File: config.mk
export PLATFORM = sky130hd
export DESIGN_NAME = gpo_pad_ctrl
export DESIGN_NICKNAME = d
export VERILOG_FILES = /design/src/rtl/gpo_pad_ctrl.sv
export SDC_FILE = /design/constraint.sdc
export NUM_CORES = 1
export LEC_CHECK = 0
export ABC_AREA = 1
export CAP_MARGIN = 20
export CORE_ASPECT_RATIO = 0.5
export CORE_UTILIZATION = 50
export DETAILED_ROUTE_END_ITERATION = 10
export PLACE_DENSITY = 0.77
export RECOVER_POWER = 25
export SYNTH_ARGS = -nofsm -noshare
export SYNTH_HDL_FRONTEND = slang
export SYNTH_SLANG_ARGS = --single-unit
File: constraint.sdc
create_clock -name CLK_I -period 2 [get_ports CLK_I]
set_input_delay 0.4 -clock CLK_I [delete_from_list [all_inputs] [get_ports CLK_I]]
set_output_delay 0.4 -clock CLK_I [all_outputs]
set_load 0.02 [all_outputs]
File: src/rtl/gpo_pad_ctrl.sv
// rtl/gpo_pad_ctrl.sv - core-side controller for one general-purpose output pad
module gpo_pad_ctrl #(
    parameter int OFF_CYCLES    = 4,
    parameter int SETTLE_CYCLES = 8,
    parameter int CNT_W         = 8
) (
    input  logic       CLK_I,
    input  logic       RST_I,
    input  logic       DATA_I,
    input  logic       OE_REQ_I,
    input  logic       CFG_VALID_I,
    output logic       CFG_READY_O,
    input  logic [1:0] CFG_DS_I,
    input  logic       CFG_SR_I,
    input  logic       CFG_CO_I,
    input  logic       CFG_ODP_I,
    input  logic       CFG_ODN_I,
    input  logic       VBIAS_OK_I,
    input  logic       CLR_ERR_I,
    output logic       DO_O,
    output logic       OE_O,
    output logic [1:0] DS_O,
    output logic       SR_O,
    output logic       CO_O,
    output logic       ODP_O,
    output logic       ODN_O,
    output logic       BUSY_O,
    output logic       BIAS_ERR_O
);

    typedef enum logic [1:0] {
        RUN    = 2'd0,
        DRAIN  = 2'd1,
        APPLY  = 2'd2,
        SETTLE = 2'd3
    } state_t;

    localparam logic [CNT_W-1:0] CNT_ONE    = CNT_W'(1);
    localparam logic [CNT_W-1:0] OFF_LOAD    = CNT_W'(OFF_CYCLES - 1);
    localparam logic [CNT_W-1:0] SETTLE_LOAD = CNT_W'(SETTLE_CYCLES - 1);

    state_t           state_q, state_d;
    logic [CNT_W-1:0] cnt_q, cnt_d;
    logic             oe_d;
    logic             load_cfg;
    logic             apply_cfg;

    logic [1:0]       sh_ds;
    logic             sh_sr, sh_co, sh_odp, sh_odn;

    logic             vb_meta, vb_s;
    logic             bias_ok;
    logic             accept;
    logic             err_set;

    assign bias_ok     = (DS_O == 2'b00) | vb_s;
    assign CFG_READY_O = (state_q == RUN);
    assign BUSY_O      = (state_q != RUN);
    assign accept      = CFG_VALID_I & CFG_READY_O;
    assign err_set     = (state_q == RUN) & OE_REQ_I & ~bias_ok;

    always_comb begin
        state_d   = state_q;
        cnt_d     = cnt_q;
        oe_d      = 1'b0;
        load_cfg  = 1'b0;
        apply_cfg = 1'b0;
        case (state_q)
            RUN: begin
                if (accept) begin
                    load_cfg = 1'b1;
                    cnt_d    = OFF_LOAD;
                    state_d  = DRAIN;
                end else begin
                    oe_d = OE_REQ_I & bias_ok;
                end
            end
            DRAIN: begin
                // New config is registered on the edge into APPLY so it is
                // already on the pad for the whole APPLY cycle.
                if (cnt_q == '0) begin
                    apply_cfg = 1'b1;
                    state_d   = APPLY;
                end else begin
                    cnt_d = cnt_q - CNT_ONE;
                end
            end
            APPLY: begin
                cnt_d   = SETTLE_LOAD;
                state_d = SETTLE;
            end
            SETTLE: begin
                if (cnt_q == '0) begin
                    oe_d    = OE_REQ_I & bias_ok;
                    state_d = RUN;
                end else begin
                    cnt_d = cnt_q - CNT_ONE;
                end
            end
            default: state_d = RUN;
        endcase
    end

    always_ff @(posedge CLK_I) begin
        if (RST_I) begin
            state_q    <= RUN;
            cnt_q      <= '0;
            vb_meta    <= 1'b0;
            vb_s       <= 1'b0;
            sh_ds      <= 2'b00;
            sh_sr      <= 1'b0;
            sh_co      <= 1'b0;
            sh_odp     <= 1'b0;
            sh_odn     <= 1'b0;
            DO_O       <= 1'b0;
            OE_O       <= 1'b0;
            DS_O       <= 2'b00;
            SR_O       <= 1'b0;
            CO_O       <= 1'b0;
            ODP_O      <= 1'b0;
            ODN_O      <= 1'b0;
            BIAS_ERR_O <= 1'b0;
        end else begin
            state_q <= state_d;
            cnt_q   <= cnt_d;
            vb_meta <= VBIAS_OK_I;
            vb_s    <= vb_meta;
            DO_O    <= DATA_I;
            OE_O    <= oe_d;
            if (load_cfg) begin
                sh_ds  <= CFG_DS_I;
                sh_sr  <= CFG_SR_I;
                sh_co  <= CFG_CO_I;
                sh_odp <= CFG_ODP_I;
                sh_odn <= CFG_ODN_I;
            end
            if (apply_cfg) begin
                DS_O  <= sh_ds;
                SR_O  <= sh_sr;
                CO_O  <= sh_co;
                ODP_O <= sh_odp;
                ODN_O <= sh_odn;
            end
            // Set wins over a simultaneous clear.
            BIAS_ERR_O <= err_set | (BIAS_ERR_O & ~CLR_ERR_I);
        end
    end

endmodule

==> results.yml, run 1 <==
timing:
  skew_ns: 0.00239
  period_share_pct: 92.3
  grt_setup_unrepaired: "no"
  worstMarginPinSlew_ns: 0.522
  hold_violations: 0
  fin_hold_ws_ns: 0.408
  finalSetupViolCount: 0
  relSlewSlack_pct: 65.2
  fmax_mhz: 542
  fin_setup_tns_ns: 0
  final-max-slew-violation-count: 0
  min_period_ns: 1.85
synthesis:
  seq_area_frac_synth_pct: 41.1
  synthFlopType: "dfxtp_1"
  synth.yosys.warnings: 0
  synthTopCellsByCount: "nor2_1, nand2_1, dfxtp_1"
  avgSynthCellArea_um2: 7.19
  async_flop_share_pct: 0
  synthesis.nets: 202
  synth_edf_count: 0
  yosysTopAreaCell: "dfxtp_1"
  synth_area_leaders: "dfxtp_1, nor2_1, nand2_1, inv_1, ha_1"
  syn_inst: 183
  synth_top_cell_area_share_pct: 41.1
  synthesis.area_um2: 1320
  yosysMostFrequentCell: "nor2_1"
  synth.ff_latch_count: 27
  synth.distinct_cells: 26
clock_tree:
  htreeDepth: 1
  cts_tree: "built"
  cts_buffers: 3
  clk_pin_slew_ns: 0.10
  clock_latency_ns: 0.27
  clkSinkCount: 27
  clockRootBuffer: "clkbuf_8"
  post-cts-setup-buffers: 0
  cts.path.max_buffers: 2
global_route:
  grt_antenna_before_repair: 0
  grt_pass1_wl_mm: 4.44
  gr-total-overflow: 0
  track_usage_pct: 21.5
  grt_max_degree: 18
  grt_pass1_vias: 1068
floorplanning:
  initial_utilization_pct: 56.2
  dieArea_um2: 2850
  die_w_um: 74.6
  die_h_um: 38.3
  coreArea_um2: 2340
  core.rowCount: 12
  io_pins: 24
outcome:
  status: "completed"
job:
  drv_cap: 0
worst_setup_path:
  crit_required_ns: 1.60
  slowest_delay_ns: 0.40
  critical_path_arrival_ns: 1.45
  timing.rr.start: "state_q[1]$_SDFFE_PP0P_"
  r2r-end: "cnt_q[3]$_SDFFE_PP0P_"
  crit_type: "register to output pin"
  path_delay_family: "buffers and inverters"
  worst-path-buf-inv: 3
  critPathLaunchType: "register"
  r2r_cells: 8
  slowest_stage: "dfxtp_1"
  ff2ff_setup_slack_ns: 0.31
  cp_cell_sequence: "inv_1 > ha_2 > inv_2 > dlygate4sd2_1"
  path_max_fanout: 6
  end_kind: "output pin"
pwr:
  sequentialPowerShare_pct: 31.6
  leakage_nw: 0.702
  p_int_mw: 1.27
  ir_drop_uv: 633
  p_sw_share_pct: 46.6
  pwr-share-comb_pct: 54.6
  p_per_area_nw_per_um2: 1470
  p_sw_mw: 1.11
  power_frac_clock_pct: 13.8
min_path:
  hold_depth: 2
  hold_start: "vb_meta$_SDFF_PP0_"
  hold_end: "vb_s$_SDFF_PP0_"
  hold_path_class: "register to register"
finish:
  fin_nets: 228
  fill_cells: 221
  layout-drive-gt1-share_pct: 8.17
  antenna_cells: 0
  finalInstanceArea_um2: 1620
  area_growth_pct: 23.2
routing:
  drt-total-wl_mm: 2.58
  route.detailed.drc: 0
  detail-route-antenna-nets: 0
  wl_per_cell_um: 10.6
  vias: 1177
  firstDrtPassIters: 4
  detailedRoute.firstIterationViolations: 48
  routed_via_density: 4.84
place:
  dpl_cell_area_um2: 1580
  dp_hpwl_mm: 1.93
  numPortBuffers: 23
  gp_congestion: 0.799
## registers in the layout (all words and copies together), names as in the netlist
register    count
cnt_q           8
DS_O            2
sh_ds           2
state_q         2
BIAS_ERR_O      1
CO_O            1
DO_O            1
ODN_O           1
ODP_O           1
OE_O            1
SR_O            1
sh_co           1
sh_odn          1
sh_odp          1
sh_sr           1
vb_meta         1
vb_s            1
## power by group through the flow
stage	logic [mW]	clock network, mW	registers (mW)
6_report	1.30	0.329	0.752
5_1_grt	1.49	0.366	0.769
4_1_cts	1.30	0.342	0.752
3_5_place_dp	1.31	0	0.762
3_3_place_gp	1.28	0	0.757
2_1_floorplan	1.02	0	0.758
## worst min-delay path: stages (launching register included)
cell and delay, ns:
dfxtp_1 0.31, inv_1 0.04, nor2_1 0.03
## metal layers
layer	vias to the layer above	global-route usage (%)	share of wire [%]
li1	632	-	-
met1	530	24.9	50
met2	13	40.3	47
met3	2	6.32	2.6
met4	0	4.25	0.46
met5	-	0	0
## layout make-up
| class | count | area, um^2 | area share, % |
|---|---|---|---|
| inverters | 26 | 101 | 6.25 |
| multi-input cells | 127 | 654 | 40.4 |
| clock buffers | 3 | 41.3 | 2.55 |
| clock inverters | 1 | 8.76 | 0.540 |
| well taps | 35 | 43.8 | 2.70 |
| flip-flops and latches | 27 | 541 | 33.3 |
| repair buffers | 24 | 231 | 14.3 |
## repair_timing
action | 4_1_cts | 5_1_grt
resized for setup | 2 | 1
hold buffers | 0 | 0
setup endpoints to repair | 2 | 1
pin swaps | 0 | 0
## placed cells by master, fill, tap and decap left out, types with 3 or more instances in the layout
cell type	instances
inv_1	23
a21oi_1	10
ha_1	5
nor2_1	35
o21ai_0	15
dfxtp_1	27
clkdlybuf4s50_1	20
nor2_2	4
nand2_1	32
nand3_1	13
clkbuf_8	3
## how the worst max path moves through the flow
stage	slack (ns)	from	end	depth (start not counted)
floorplan	0.40	state_q[0]$_SDFFE_PP0P_	cnt_q[0]$_SDFFE_PP0P_	9
global placement	0.15	state_q[0]$_SDFFE_PP0P_	BUSY_O	4
detailed placement	0.11	state_q[0]$_SDFFE_PP0P_	BUSY_O	4
CTS	0.07	state_q[0]$_SDFFE_PP0P_	BUSY_O	4
global route	0.06	state_q[0]$_SDFFE_PP0P_	BUSY_O	4
finish	0.15	state_q[0]$_SDFFE_PP0P_	BUSY_O	4
## metrics by stage
step | power, mW | util (%) | setup slack [ns] | cells
CTS | 2.39 | 69.3 | 0.0677 | 243
global placement | 2.04 | 67.3 | 0.153 | 239
finish | 2.38 | 69.2 | 0.153 | 243
detailed placement | 2.07 | 67.3 | 0.113 | 239
global route | 2.62 | 69.2 | 0.0616 | 243
floorplan | 1.78 | - | 0.397 | 183
## logic make-up (layout without fill, tap and decap cells)
logic type	after synthesis	count (layout)	synth area share, %
AOI/OAI and AO/OA	28	28	11.0
DFF	27	27	41.1
and+or+nand+nor	93	93	32.8
adders and majority gates	6	6	5.70
buffers and inverters	29	54	9.41
No activity file was read; power rests on OpenSTA's default activity.
==> run 2: changes to the inputs <==
--- a/config.mk
+++ b/config.mk
@@ -9,6 +9,7 @@
 export CAP_MARGIN = 20
 export CORE_ASPECT_RATIO = 0.5
 export CORE_UTILIZATION = 50
+export CTS_CLUSTER_DIAMETER = 80
 export DETAILED_ROUTE_END_ITERATION = 10
 export PLACE_DENSITY = 0.77
 export RECOVER_POWER = 25
==> results of run 2 <==
Same layout as run 1: the final DEF is identical, and so are final timing and power.
